**config.mk**
```make
export PLATFORM = sky130hd
export DESIGN_NAME = multicycle_ctrl
export DESIGN_NICKNAME = d
export VERILOG_FILES = /design/src/rtl/multicycle_ctrl_pkg.sv /design/src/rtl/ctrl_watchdog.sv /design/src/rtl/multicycle_ctrl.sv
export SDC_FILE = /design/constraint.sdc
export NUM_CORES = 1
export LEC_CHECK = 0
export BUFFER_PORTS_ARGS = -buffer_cell sky130_fd_sc_hd__buf_2
export CAP_MARGIN = 15
export CORE_MARGIN = 2
export CORE_UTILIZATION = 30
export CTS_CLUSTER_DIAMETER = 40
export CTS_CLUSTER_SIZE = 16
export DETAILED_ROUTE_END_ITERATION = 8
export PLACE_DENSITY = 0.52
export SLEW_MARGIN = 20
export SYNTH_ARGS = -nofsm -noshare
export SYNTH_HDL_FRONTEND = slang
export SYNTH_SLANG_ARGS = --single-unit
```
**constraint.sdc**
```tcl
create_clock -name clk -period 2.5 [get_ports clk]
set_input_delay 0.125 -clock clk [delete_from_list [all_inputs] [get_ports clk]]
set_output_delay 0.125 -clock clk [all_outputs]
set_load 0.01 [all_outputs]
```
**src/rtl/multicycle_ctrl_pkg.sv**
```systemverilog
// Shared definitions for the multi-cycle RV32I control path.
// Holds the opcode constants (also used by the immediate generator), the
// pc_src / wb_sel / alu_a_sel / alu_b_sel encodings, the halt cause codes,
// the control FSM state encoding and the ALU operand-select decode helper.
package multicycle_ctrl_pkg;

    // RV32I major opcodes (IR[6:0])
    localparam logic [6:0] OPC_OP     = 7'b0110011;
    localparam logic [6:0] OPC_OP_IMM = 7'b0010011;
    localparam logic [6:0] OPC_LUI    = 7'b0110111;
    localparam logic [6:0] OPC_AUIPC  = 7'b0010111;
    localparam logic [6:0] OPC_JAL    = 7'b1101111;
    localparam logic [6:0] OPC_JALR   = 7'b1100111;
    localparam logic [6:0] OPC_BRANCH = 7'b1100011;
    localparam logic [6:0] OPC_LOAD   = 7'b0000011;
    localparam logic [6:0] OPC_STORE  = 7'b0100011;
    localparam logic [6:0] OPC_FENCE  = 7'b0001111;
    localparam logic [6:0] OPC_SYSTEM = 7'b1110011;

    // Next-PC source
    localparam logic [1:0] PC_SRC_SEQ  = 2'd0;  // PC + 4
    localparam logic [1:0] PC_SRC_REL  = 2'd1;  // PC + imm
    localparam logic [1:0] PC_SRC_JALR = 2'd2;  // (rs1 + imm) & ~1

    // Register-file write-back source
    localparam logic [1:0] WB_SEL_ALU  = 2'd0;
    localparam logic [1:0] WB_SEL_LOAD = 2'd1;
    localparam logic [1:0] WB_SEL_PC4  = 2'd2;

    // ALU operand selects
    localparam logic [1:0] ALU_A_RS1  = 2'd0;
    localparam logic [1:0] ALU_A_PC   = 2'd1;
    localparam logic [1:0] ALU_A_ZERO = 2'd2;
    localparam logic       ALU_B_RS2  = 1'b0;
    localparam logic       ALU_B_IMM  = 1'b1;

    // Halt causes
    localparam logic [1:0] CAUSE_NONE    = 2'd0;
    localparam logic [1:0] CAUSE_ILLEGAL = 2'd1;
    localparam logic [1:0] CAUSE_SYSTEM  = 2'd2;
    localparam logic [1:0] CAUSE_TIMEOUT = 2'd3;

    typedef enum logic [2:0] {
        ST_FETCH  = 3'd0,
        ST_DECODE = 3'd1,
        ST_EXEC   = 3'd2,
        ST_MEM    = 3'd3,
        ST_WB     = 3'd4,
        ST_HALT   = 3'd5
    } state_t;

    typedef struct packed {
        logic [1:0] a_sel;
        logic       b_sel;
    } alu_sel_t;

    // ALU operand selection for an opcode; held from EXEC through MEM/WB so
    // the ALU result (data address or write-back value) stays valid.
    function automatic alu_sel_t alu_sel_for(input logic [6:0] opc);
        alu_sel_t s;
        s.a_sel = ALU_A_RS1;
        s.b_sel = ALU_B_RS2;
        case (opc)
            OPC_OP, OPC_OP_IMM: s.b_sel = opc[5] ? ALU_B_RS2 : ALU_B_IMM;
            OPC_LUI: begin
                s.a_sel = ALU_A_ZERO;
                s.b_sel = ALU_B_IMM;
            end
            OPC_AUIPC: begin
                s.a_sel = ALU_A_PC;
                s.b_sel = ALU_B_IMM;
            end
            OPC_JALR, OPC_LOAD, OPC_STORE: s.b_sel = ALU_B_IMM;
            default: s.b_sel = ALU_B_RS2;
        endcase
        return s;
    endfunction

endpackage

```
**src/rtl/ctrl_watchdog.sv**
```systemverilog
// Memory-request watchdog.
// Counts consecutive cycles in which a request is outstanding (i_busy) but
// not completed (i_ready). o_expired rises combinationally on the TIMEOUT-th
// such cycle; a completion in that same cycle suppresses it.
// Ports: clk, rst_n (sync, active-low), i_busy, i_ready, o_expired.
module ctrl_watchdog #(
    parameter int unsigned TIMEOUT = 255
) (
    input  logic clk,
    input  logic rst_n,
    input  logic i_busy,
    input  logic i_ready,
    output logic o_expired
);

    // Count only needs to reach TIMEOUT-1: the last waiting cycle is detected
    // combinationally rather than stored.
    localparam int unsigned CW = (TIMEOUT < 2) ? 1 : $clog2(TIMEOUT);

    logic [CW-1:0] r_cnt;
    logic          w_waiting;

    assign w_waiting = i_busy & ~i_ready;
    assign o_expired = w_waiting & (r_cnt == CW'(TIMEOUT - 1));

    // Wait-cycle counter, cleared on completion or when no request is pending
    always_ff @(posedge clk) begin
        if (!rst_n) begin
            r_cnt <= '0;
        end else if (w_waiting) begin
            r_cnt <= r_cnt + CW'(1);
        end else begin
            r_cnt <= '0;
        end
    end

endmodule

```
**src/rtl/multicycle_ctrl.sv**
```systemverilog
// Main control FSM of the multi-cycle RV32I core.
// Sequences FETCH -> DECODE -> EXEC -> (MEM) -> (WB) over the shared
// datapath and single memory port, counts retired instructions and halts
// on illegal opcodes, SYSTEM (ECALL/EBREAK) or a memory timeout.
// Ports: clk, rst_n (sync, active-low); op, br_taken, mem_ready in;
// mem_req/mem_we/addr_sel, ir_we, pc_we/pc_src, alu_a_sel/alu_b_sel,
// reg_we/wb_sel, halted/cause, retired out.
module multicycle_ctrl
    import multicycle_ctrl_pkg::*;
#(
    parameter int unsigned CNT_W   = 32,
    parameter int unsigned TIMEOUT = 255
) (
    input  logic             clk,
    input  logic             rst_n,
    input  logic [6:0]       op,
    input  logic             br_taken,
    input  logic             mem_ready,
    output logic             mem_req,
    output logic             mem_we,
    output logic             addr_sel,
    output logic             ir_we,
    output logic             pc_we,
    output logic [1:0]       pc_src,
    output logic [1:0]       alu_a_sel,
    output logic             alu_b_sel,
    output logic             reg_we,
    output logic [1:0]       wb_sel,
    output logic             halted,
    output logic [1:0]       cause,
    output logic [CNT_W-1:0] retired
);

    state_t           r_state;
    logic             r_halted;
    logic [1:0]       r_cause;
    logic [CNT_W-1:0] r_retired;
    logic             w_expired;
    alu_sel_t         w_alu;

    assign w_alu   = alu_sel_for(op);
    assign halted  = r_halted;
    assign cause   = r_cause;
    assign retired = r_retired;

    ctrl_watchdog #(
        .TIMEOUT (TIMEOUT)
    ) u_watchdog (
        .clk       (clk),
        .rst_n     (rst_n),
        .i_busy    (mem_req),
        .i_ready   (mem_ready),
        .o_expired (w_expired)
    );

    // Datapath enables and selects; completion strobes (ir_we, store pc_we)
    // and the branch pc_src follow the inputs within the same cycle.
    always_comb begin
        mem_req   = 1'b0;
        mem_we    = 1'b0;
        addr_sel  = 1'b0;
        ir_we     = 1'b0;
        pc_we     = 1'b0;
        pc_src    = PC_SRC_SEQ;
        alu_a_sel = ALU_A_RS1;
        alu_b_sel = ALU_B_RS2;
        reg_we    = 1'b0;
        wb_sel    = WB_SEL_ALU;
        case (r_state)
            ST_FETCH: begin
                mem_req = 1'b1;
                ir_we   = mem_ready;
            end
            ST_EXEC: begin
                alu_a_sel = w_alu.a_sel;
                alu_b_sel = w_alu.b_sel;
                case (op)
                    OPC_JAL, OPC_JALR: begin
                        reg_we = 1'b1;
                        wb_sel = WB_SEL_PC4;
                        pc_we  = 1'b1;
                        pc_src = (op == OPC_JALR) ? PC_SRC_JALR : PC_SRC_REL;
                    end
                    OPC_BRANCH: begin
                        pc_we  = 1'b1;
                        pc_src = br_taken ? PC_SRC_REL : PC_SRC_SEQ;
                    end
                    OPC_FENCE: pc_we = 1'b1;
                    default:   pc_we = 1'b0;
                endcase
            end
            ST_MEM: begin
                alu_a_sel = w_alu.a_sel;
                alu_b_sel = w_alu.b_sel;
                mem_req   = 1'b1;
                addr_sel  = 1'b1;
                mem_we    = (op == OPC_STORE);
                // A store retires on its memory completion; a load goes on to WB
                if (op == OPC_STORE) begin
                    pc_we = mem_ready;
                end else begin
                    pc_we = 1'b0;
                end
            end
            ST_WB: begin
                alu_a_sel = w_alu.a_sel;
                alu_b_sel = w_alu.b_sel;
                reg_we    = 1'b1;
                wb_sel    = (op == OPC_LOAD) ? WB_SEL_LOAD : WB_SEL_ALU;
                pc_we     = 1'b1;
            end
            default: pc_we = 1'b0;  // DECODE and HALT drive nothing
        endcase
    end

    // State sequencing, halt cause capture and retired-instruction counter
    always_ff @(posedge clk) begin
        if (!rst_n) begin
            r_state   <= ST_FETCH;
            r_halted  <= 1'b0;
            r_cause   <= CAUSE_NONE;
            r_retired <= '0;
        end else begin
            if (pc_we) begin
                r_retired <= r_retired + CNT_W'(1);
            end
            case (r_state)
                ST_FETCH: begin
                    if (mem_ready) begin
                        r_state <= ST_DECODE;
                    end else if (w_expired) begin
                        r_state  <= ST_HALT;
                        r_halted <= 1'b1;
                        r_cause  <= CAUSE_TIMEOUT;
                    end
                end
                ST_DECODE: r_state <= ST_EXEC;
                ST_EXEC: begin
                    case (op)
                        OPC_OP, OPC_OP_IMM, OPC_LUI, OPC_AUIPC:
                            r_state <= ST_WB;
                        OPC_JAL, OPC_JALR, OPC_BRANCH, OPC_FENCE:
                            r_state <= ST_FETCH;
                        OPC_LOAD, OPC_STORE:
                            r_state <= ST_MEM;
                        OPC_SYSTEM: begin
                            r_state  <= ST_HALT;
                            r_halted <= 1'b1;
                            r_cause  <= CAUSE_SYSTEM;
                        end
                        default: begin
                            r_state  <= ST_HALT;
                            r_halted <= 1'b1;
                            r_cause  <= CAUSE_ILLEGAL;
                        end
                    endcase
                end
                ST_MEM: begin
                    if (mem_ready) begin
                        r_state <= (op == OPC_STORE) ? ST_FETCH : ST_WB;
                    end else if (w_expired) begin
                        r_state  <= ST_HALT;
                        r_halted <= 1'b1;
                        r_cause  <= CAUSE_TIMEOUT;
                    end
                end
                ST_WB:   r_state <= ST_FETCH;
                ST_HALT: r_state <= ST_HALT;
                default: r_state <= ST_FETCH;
            endcase
        end
    end

endmodule

```
* After elaboration in Yosys (flattened, before gate mapping) *
Index checks and enable logic that the tools add are counted.

word-level totals
  flip-flop bits (word level) = 46
  latch bits = 0
  memory bits (writable) = 0
  ROM bits = 0
  memories kept = 0

cells by class
  add/sub/neg operators = 2
  multiply operators = 0
  div/mod/pow operators = 0
  magnitude comparators = 0
  equal/unequal tests = 20
  shifts and indexed selects = 0
  mux-type cells = 35
  bitwise operators = 3
  reduce and logical (&&, ||, !) cells = 13

operators by type and width
  operator                                                                count
  32-bit by 1-bit adder with 32-bit output (second input constant)        1
  7-bit equality test (second input constant)                             4
  7-bit by 6-bit equality test with 1-bit output (second input constant)  3
  2-bit case mux with 2 select lines                                      5
  3-bit case mux with 5 select lines                                      1
  7-bit by 5-bit equality test with 1-bit output (second input constant)  2
  1-bit 2-to-1 mux                                                        14
  2-bit 2-to-1 mux                                                        6
  3-bit 2-to-1 mux                                                        4
  10-bit OR reduction                                                     1
  3-bit case mux with 3 select lines                                      1
  8-bit by 1-bit adder with 8-bit output (second input constant)          1
  8-bit equality test (second input constant)                             1
  2-bit OR reduction                                                      4
  4-bit OR reduction                                                      2
  7-bit by 2-bit equality test with 1-bit output (second input constant)  1
  7-bit by 4-bit equality test with 1-bit output (second input constant)  1
  3-bit by 2-bit equality test with 1-bit output (second input constant)  2
  3-bit equality test (second input constant)                             2
  1-bit case mux with 2 select lines                                      3
  5-bit OR reduction                                                      1
  2-bit inequality test (second input constant)                           2
  4-bit AND reduction                                                     1
  3-bit by 1-bit equality test with 1-bit output (second input constant)  1
  other kinds (8)                                                         9

* Depth between registers and ports, before layout *
Gate-level depths: netlist of the first run.

  word-level depth = 8
  mapped depth = 8
  depth with buffers taken out = 6

* By module *
Synthesis of the first run repeated with hierarchy kept, for this count alone.

second synthesis, totals
  cells, all modules = 312
  area, all modules = 2577.5 um^2

modules (own cells, without submodules)
  module           instances  cells an instance  area an instance (um^2)  sequential area each (um^2)
  multicycle_ctrl  1          274                2240.9                   760.7
  ctrl_watchdog    1          38                 336.6                    160.2

* Worst setup path before layout of the first run *
Ideal clock, no wire load.

  path type = flip-flop to flip-flop
  start = register r_retired[3], in the netlist retired[3]
  end = register r_retired[25], in the netlist retired[25]
  setup time = 0.070 ns
  arrival time = 1.873 ns
  setup slack = 0.557 ns
  stages on the path, launching flop included = 7
  period minus slack after synthesis = 1.943 ns
  path through = dfxtp_1 > nand4_2 > nor4_4 > nand4_4 > buf_6 > or4_1 > a21oi_1

between the ends
  word-level cells in the longest chain between the ends = 1

RTL lines
  element                                   line                    source
  start: declaration                        multicycle_ctrl.sv:37   logic [CNT_W-1:0] r_retired;
  start signal: assignment                  multicycle_ctrl.sv:125  r_retired <= r_retired + CNT_W'(1);
  32-bit by 1-bit adder with 32-bit output  multicycle_ctrl.sv:125

Every way passes these cells.
A chain may end at the register's enable or synchronous reset.

* Worst setup path after layout of the first run *
  start = register r_state[1]
  end = register r_retired[24], in the netlist retired[24]

between the ends
  word-level cells in the longest chain between the ends = 2
  elaborated cells between the ends (all ways) = 4
  classes of those cells = eq/ne (3); mux (1)

RTL lines
  element                                                                                       line                    source
  start: declaration                                                                            multicycle_ctrl.sv:34   state_t r_state;
  start signal: assignment                                                                      multicycle_ctrl.sv:160  r_state <= (op == OPC_STORE) ? ST_FETCH : ST_WB;
  3-bit equality test / 3-bit by 2-bit equality test with 1-bit output (equally long branches)  multicycle_ctrl.sv:69   case (r_state)
  1-bit case mux with 3 select lines (*)                                                        multicycle_ctrl.sv:69

Mark *: on every way between the ends. The rest lies on a longest branch, timed or not.

==> metrics.log, run 1 <==
[metrics] vias post-DR: 2506
[metrics] crit path max fanout: 63
[metrics] internal power: 0.00123 W
[metrics] portion of total power attributed to sequential cells: 47.6%
[metrics] final cell utilization of the core: 37.6%
[metrics] number of logic stages on the critical path including buffering: 6
[metrics] first-pass GRT wire length: 10.8 mm
[metrics] IO Pins: 59
[metrics] sequential cell area fraction in the yosys report: 35.6%
[metrics] RSZ-0062 raised after global routing: false
[metrics] number of iterations in the first detailed-routing pass: 4
[metrics] register-to-register path setup slack: 0.30 ns
[metrics] proportion of layout cells with a drive suffix above 1: 21.8%
[metrics] Slew Viols, Final: 0
[metrics] fraction of registers with async set/reset: 0%
[metrics] DRT Wirelength: 6.45 mm
[metrics] worst reg2reg path depth: 6
[metrics] cells after synthesis: 320
[metrics] slowest CP cell: sky130_fd_sc_hd__dfxtp_1
[metrics] busiest grt layer: met2
[metrics] dominant synthesized flop cell: sky130_fd_sc_hd__dfxtp_1
[metrics] leakage power: 1.22 nW
[metrics] Post-synth EDFFs: 0
[metrics] Achievable Freq: 0.455 GHz
[metrics] number of standard cells in the final layout excluding fillers: 476
[metrics] mean post-synth cell area: 8.09 sq um
[metrics] count of synthesis-stage warnings from yosys: 0
[metrics] register bit count reported by yosys: 46
[metrics] Max-Slew Margin vs Limit: 69.8%
[metrics] Max VDD drop: 0.224 mV
[metrics] count of endpoints failing hold in the final timing report: 0
[metrics] final weighted congestion of routability-driven global placement: 0.784
[metrics] GRT overflow: 0
[metrics] Resize count post-CTS: 0
[metrics] least setup slack across all paths after layout: 0.301 ns
[metrics] setup_tns: 0 ns
[metrics] total core area: 0.00830 sq mm
[metrics] met2 usage: 20.9%
[metrics] proportion of power drawn by the clock network: 42.9%
[metrics] number of buffer cells added on primary ports: 58
[metrics] Hold Path Cell Cnt: 2
[metrics] number of library cell types mapped by synthesis: 48
[metrics] Setup crit end kind: flop
[metrics] setup clock skew after layout: 0.0181 ns
[metrics] sum of buffers and inverters on the critical path: 1
[metrics] number of routed nets with antenna violations: 0
[metrics] clock latency at the later pin of the worst-skew pair: 0.30 ns
[metrics] most area-consuming cells after synthesis: sky130_fd_sc_hd__dfxtp_1 36%, sky130_fd_sc_hd__a21oi_1 6.4%, sky130_fd_sc_hd__o31ai_1 5.8%, sky130_fd_sc_hd__or4_1 5.8%, sky130_fd_sc_hd__nand2_1 3.5%
[metrics] commonest cells in the netlist: 46 x sky130_fd_sc_hd__dfxtp_1, 33 x sky130_fd_sc_hd__a21oi_1, 24 x sky130_fd_sc_hd__nand2_1
[metrics] Synth area leader: sky130_fd_sc_hd__dfxtp_1
[metrics] Nets: 384
[metrics] number of cell rows: 33
[metrics] switch share: 23.3%
[metrics] PD cells: 513 mW/mm^2
[metrics] most repeated cell in the gate-level netlist after synthesis: sky130_fd_sc_hd__dfxtp_1
[metrics] critical path's largest stage delay: 0.53 ns
[metrics] Worst Path Arrival: 2.42 ns
[metrics] number of diodes added for antenna fixing: 0
[metrics] fin crit share: 87.9%
[metrics] DR iter-0 viols: 119
[metrics] total standard cell area after synthesis: 0.00259 sq mm
[metrics] detailed-route wire length per cell: 13.6 um
[metrics] Via density: 5.26
[metrics] Post-CTS Hold Fix Bufs: 0
[metrics] dpl cells: 468
[metrics] list of cells traversed by the critical path: nand2b_1, nor4_2, a211oi_4, buf_12, or4_1, a21oi_1
[metrics] buffers from clock root to sink, at most: 2
[metrics] part of the power in combinational logic: 9.6%
[metrics] effective utilization at floorplan: 31.2%
[metrics] depth of the CTS H-tree: 2
[metrics] number of max-cap violations: 0
[metrics] number of remaining DRC errors: 0
[metrics] growth of design area from synthesis to finish: 20.5%
[metrics] clock-pin slew of the registers on the worst-case setup and hold paths: 0.08 ns
[metrics] clock tree from TritonCTS: built
[metrics] worst setup timing slack at the placement stage: 0.327 ns
[metrics] Tightest Hold Check Type: input pin to flop
[metrics] initial antenna violation count: 0
[metrics] y dimension of the die: 96.9 um
[metrics] All-Layer GR Usage: 13.4%
[metrics] run status: complete, no violations
[metrics] CTS buffer count: 5
[metrics] number of global-route vias before repair: 2272
[metrics] grt met1 use: 19.0%
[metrics] detailed-placement wirelength estimate: 4.44 mm
[metrics] placed cell areas: 0.00298 sq mm
[metrics] type of the worst setup path: flop to flop
[metrics] worst slew pin tran: 0.449 ns
[metrics] Sw Pwr: 0.000373 W
[metrics] met3 capacity usage during global routing: 3.03%
[metrics] clock period minus final worst setup slack: 2.20 ns
[metrics] largest net degree at the start of global routing: 64
[metrics] cell chosen for the clock root: sky130_fd_sc_hd__clkbuf_8
[metrics] die outline width: 96.9 um
[metrics] cell class contributing the biggest share of worst-path delay: simple AND/OR/NAND/NOR gates
[metrics] Syn Nets: 334
[metrics] top cell type's share of synthesized area: 35.6%
[metrics] startpoint class of the critical path: flop
[metrics] Data required, critical path: 2.72 ns
[metrics] number of clock sinks: 46
[metrics] overall die area: 0.00938 sq mm
[metrics] Final setup viols: 0
[metrics] final instance area: 0.00312 sq mm
[metrics] count of buffers added by post-CTS timing repair for setup: 0
## power by group through the flow
stage          sequential, W  combinational [W]  clock [W]
2_1_floorplan       0.000773           0.000109          0
3_3_place_gp        0.000778           0.000153          0
3_5_place_dp        0.000778           0.000153          0
4_1_cts             0.000761           0.000154   0.000704
5_1_grt             0.000765           0.000170   0.000732
6_report            0.000761           0.000153   0.000685
## final cells by class
class,count,area (sq um)
well taps,105,131
inverters,10,37.5
multi-input cells,242,1530
flip-flops and latches,46,921
clock buffers,6,82.6
repair buffers,65,355
clock inverters,2,60.1
fillers,864,5180
## layer usage
metal,up-vias,routed length [um]
met5,-,0
met3,2,309
met2,61,2900
li1,1292,-
met4,0,23
met1,1151,3230
## final timing paths
kind                     from           to
setup / recovery   r_state[1]  retired[24]
hold / removal          rst_n       halted
setup reg to reg   r_state[1]  retired[24]
hold reg to reg   retired[31]  retired[31]
## cells in the final DEF (no fill, tap or decap), types with 6 or more instances in the layout
| cell | Yosys | routed |
|---|---|---|
| sky130_fd_sc_hd__and2_1 | 6 | 6 |
| sky130_fd_sc_hd__nand2_1 | 24 | 24 |
| sky130_fd_sc_hd__or4_1 | 20 | 20 |
| sky130_fd_sc_hd__or3_1 | 11 | 11 |
| sky130_fd_sc_hd__a21oi_1 | 33 | 33 |
| sky130_fd_sc_hd__nor2_1 | 22 | 22 |
| sky130_fd_sc_hd__buf_2 | 7 | 58 |
| sky130_fd_sc_hd__clkbuf_8 | 0 | 6 |
| sky130_fd_sc_hd__dfxtp_1 | 46 | 46 |
| sky130_fd_sc_hd__o21ai_0 | 15 | 15 |
| sky130_fd_sc_hd__buf_4 | 2 | 6 |
| sky130_fd_sc_hd__xor2_1 | 7 | 7 |
| sky130_fd_sc_hd__o31ai_1 | 20 | 20 |
| sky130_fd_sc_hd__nand4_1 | 13 | 13 |
| sky130_fd_sc_hd__nand3_1 | 16 | 16 |
| sky130_fd_sc_hd__inv_1 | 10 | 10 |
## flip-flops by register name, summed over array words and instances (netlist names)
name              flops
retired              32
u_watchdog.r_cnt      8
r_state               3
cause                 2
halted                1
## metrics by stage
stage | total power (W) | hold slack, ns
after floorplan | 0.000882 | 0.370
after global placement | 0.000931 | 0.441
after detailed placement | 0.000932 | 0.444
after CTS | 0.00162 | 0.131
after global routing | 0.00167 | 0.139
final | 0.00160 | 0.141
## worst reg2reg max path: stages (launching register included)
cell	delay (ns)
sky130_fd_sc_hd__dfxtp_1	0.53
sky130_fd_sc_hd__nand2b_1	0.20
sky130_fd_sc_hd__nor4_2	0.37
sky130_fd_sc_hd__a211oi_4	0.13
sky130_fd_sc_hd__buf_12	0.20
sky130_fd_sc_hd__or4_1	0.54
sky130_fd_sc_hd__a21oi_1	0.16
## logic make-up (layout without fill, tap and decap cells)
group / Yosys count / count (layout) / share of synthesized area, %
adder cells (fa/ha/maj): 3 / 3 / 1.45
multiplexers: 3 / 3 / 1.16
AO/OA/AOI/OAI: 80 / 80 / 19.2
flip-flops: 46 / 46 / 35.6
XOR/XNOR: 8 / 8 / 2.71
buffers and inverters: 32 / 83 / 5.56
AND/OR/NAND/NOR: 148 / 148 / 34.3
(Power assumes the default switching activity.)
==> run 2: changes to the inputs <==
PLACE_DENSITY = 0.54   (was 0.52)
clock period = 2 ns   (was 2.5 ns; I/O delays follow)
==> run 2 against run 1 <==
Effect of this change: setup slack worse by 0.23 ns; final cell count up 5.9%; via count up 7.1%; hold slack lost 0.054 ns; total power increased by 11%; wire length increased by 12%; die area unchanged; first-iteration DRC count up 11%; combinational power increased by 65%; critical path type is now flop to output port; critical endpoint is now pc_we; final area increased by 8.7%.
==> metrics.log, run 2 (synthesis results as in run 1) <==
[metrics] dpl cells: 486
[metrics] Worst Path Arrival: 1.83 ns
[metrics] largest net degree at the start of global routing: 64
[metrics] count of endpoints failing hold in the final timing report: 0
[metrics] clock latency at the later pin of the worst-skew pair: 0.30 ns
[metrics] final cell utilization of the core: 40.8%
[metrics] IO Pins: 59
[metrics] PD cells: 524 mW/mm^2
[metrics] y dimension of the die: 96.9 um
[metrics] commonest non-fill, non-tap cell in the layout: sky130_fd_sc_hd__buf_2
[metrics] number of buffer cells added on primary ports: 58
[metrics] GRT overflow: 0
[metrics] number of max-cap violations: 0
[metrics] clock-pin slew of the registers on the worst-case setup and hold paths: 0.09 ns
[metrics] growth of design area from synthesis to finish: 30.9%
[metrics] final weighted congestion of routability-driven global placement: 0.834
[metrics] overall die area: 0.00938 sq mm
[metrics] die outline width: 96.9 um
[metrics] number of cell rows: 33
[metrics] detailed-placement wirelength estimate: 4.65 mm
[metrics] number of standard cells in the final layout excluding fillers: 504
[metrics] startpoint class of the critical path: flop
[metrics] leakage power: 1.38 nW
[metrics] crit path max fanout: 7
[metrics] Slew Viols, Final: 0
[metrics] number of diodes added for antenna fixing: 0
[metrics] clock tree from TritonCTS: built
[metrics] Setup crit end kind: output port
[metrics] cell chosen for the clock root: sky130_fd_sc_hd__clkbuf_8
[metrics] reg2reg end: retired[28]
[metrics] All-Layer GR Usage: 13.8%
[metrics] total core area: 0.00830 sq mm
[metrics] setup clock skew after layout: 0.0127 ns
[metrics] number of iterations in the first detailed-routing pass: 4
[metrics] hold wc startpoint: rst_n
[metrics] Post-CTS Hold Fix Bufs: 0
[metrics] Achievable Freq: 0.518 GHz
[metrics] vias post-DR: 2685
[metrics] number of clock sinks: 46
[metrics] type of the worst setup path: flop to output port
[metrics] detailed-route wire length per cell: 14.3 um
[metrics] Via density: 5.33
[metrics] proportion of layout cells with a drive suffix above 1: 30.1%
[metrics] number of global-route vias before repair: 2418
[metrics] DR iter-0 viols: 132
[metrics] DRT Wirelength: 7.22 mm
[metrics] first-pass GRT wire length: 11.1 mm
[metrics] worst setup timing slack at the placement stage: 0.0325 ns
[metrics] Register Area: 933 sq um
[metrics] startpoint of the worst register-to-register path: retired[14]
[metrics] commonest cells after routing, fill and taps aside: 57 x sky130_fd_sc_hd__buf_2, 40 x sky130_fd_sc_hd__dfxtp_1, 33 x sky130_fd_sc_hd__a21oi_1
[metrics] sink of the worst hold path: r_state[2]
[metrics] Final setup viols: 0
[metrics] number of remaining DRC errors: 0
[metrics] register-to-register path setup slack: 0.09 ns
[metrics] Hold Path Cell Cnt: 3
[metrics] area of the multi-input gates: 0.00157 sq mm
[metrics] worst slew pin tran: 0.534 ns
[metrics] Max-Slew Margin vs Limit: 64.3%
[metrics] initial antenna violation count: 0
[metrics] run status: complete, no violations
[metrics] depth of the CTS H-tree: 2
[metrics] effective utilization at floorplan: 31.2%
[metrics] number of routed nets with antenna violations: 0
[metrics] Tightest Hold Check Type: input pin to flop
[metrics] least setup slack across all paths after layout: 0.0679 ns
[metrics] worst reg2reg path depth: 6
[metrics] Data required, critical path: 1.90 ns
[metrics] Max VDD drop: 0.257 mV
[metrics] buffers from clock root to sink, at most: 2
[metrics] CTS buffer count: 5
[metrics] fill cell count: 868
[metrics] fin crit share: 96.6%
[metrics] clock period minus final worst setup slack: 1.93 ns
[metrics] Hold WS: 0.0873 ns
[metrics] PnR Total Power: 0.00177 W
[metrics] Nets: 412
[metrics] number of flip-flops in the largest register: 32
==> run 2: cell types whose count changed in the layout (fill, tap and decap cells not counted), sizes merged <==
cell / previous run / this run
bufinv: 2 / 0
clkinv: 0 / 2
buf: 65 / 89
clkbuf: 6 / 9
nand4: 15 / 16
==> run 2: power by group <==
part / switching [W] / total [W] / internal, W
clock: 0.000330 / 0.000577 / 0.000247
combinational: 0.000147 / 0.000252 / 0.000105
sequential: 0.0000151 / 0.000945 / 0.000930
==> run 2: worst max-delay path by stage <==
stage                start           to  slack, ns  cells past startpoint
6_report        r_state[0]        pc_we       0.07                      6
2_1_floorplan   retired[3]  retired[25]       0.06                      6
3_5_place_dp    retired[6]  retired[23]       0.03                      5
3_3_place_gp    retired[6]  retired[19]       0.07                      5
4_1_cts         retired[6]  retired[23]      0.005                      5
5_1_grt        retired[10]  retired[26]      -0.01                      7
==> run 2: layout make-up <==
type	instances	area share [%]
multi-input combinational	243	46.4
sequential	46	27.5
timing repair buffer	92	18.4
tap	105	3.88
clock buffer	6	2.14
inverter	10	1.18
clock inverter	2	0.406
==> run 2: critical path, cell delays in order (launching register included) <==
cell and delay (ns):
sky130_fd_sc_hd__dfxtp_4 0.37, sky130_fd_sc_hd__and4b_1 0.19, sky130_fd_sc_hd__and4_4 0.20, sky130_fd_sc_hd__a211oi_4 0.44, sky130_fd_sc_hd__buf_12 0.20, sky130_fd_sc_hd__inv_4 0.03, sky130_fd_sc_hd__buf_6 0.10
==> run 2: timing repair <==
item,in CTS,in global routing
setup buffers,0,7
resized for setup,0,19
setup endpoints to repair,0,18
==> run 2: metrics by stage <==
| stage | setup TNS [ns] | cell area [sq um] |
|---|---|---|
| after floorplan | 0 | 2590 |
| after global placement | 0 | 3110 |
| after detailed placement | 0 | 3110 |
| after CTS | 0 | 3200 |
| after global routing | -0.0272 | 3390 |
| final | 0 | 3390 |
==> run 2: metal layers <==
layer  vias up  GRT usage (%)  share of wire, %
met5         -              0                 0
met2        60           22.4                46
met3         6           3.25               4.3
li1       1359              -                 -
met4         0           3.47              0.54
met1      1260           18.6                49
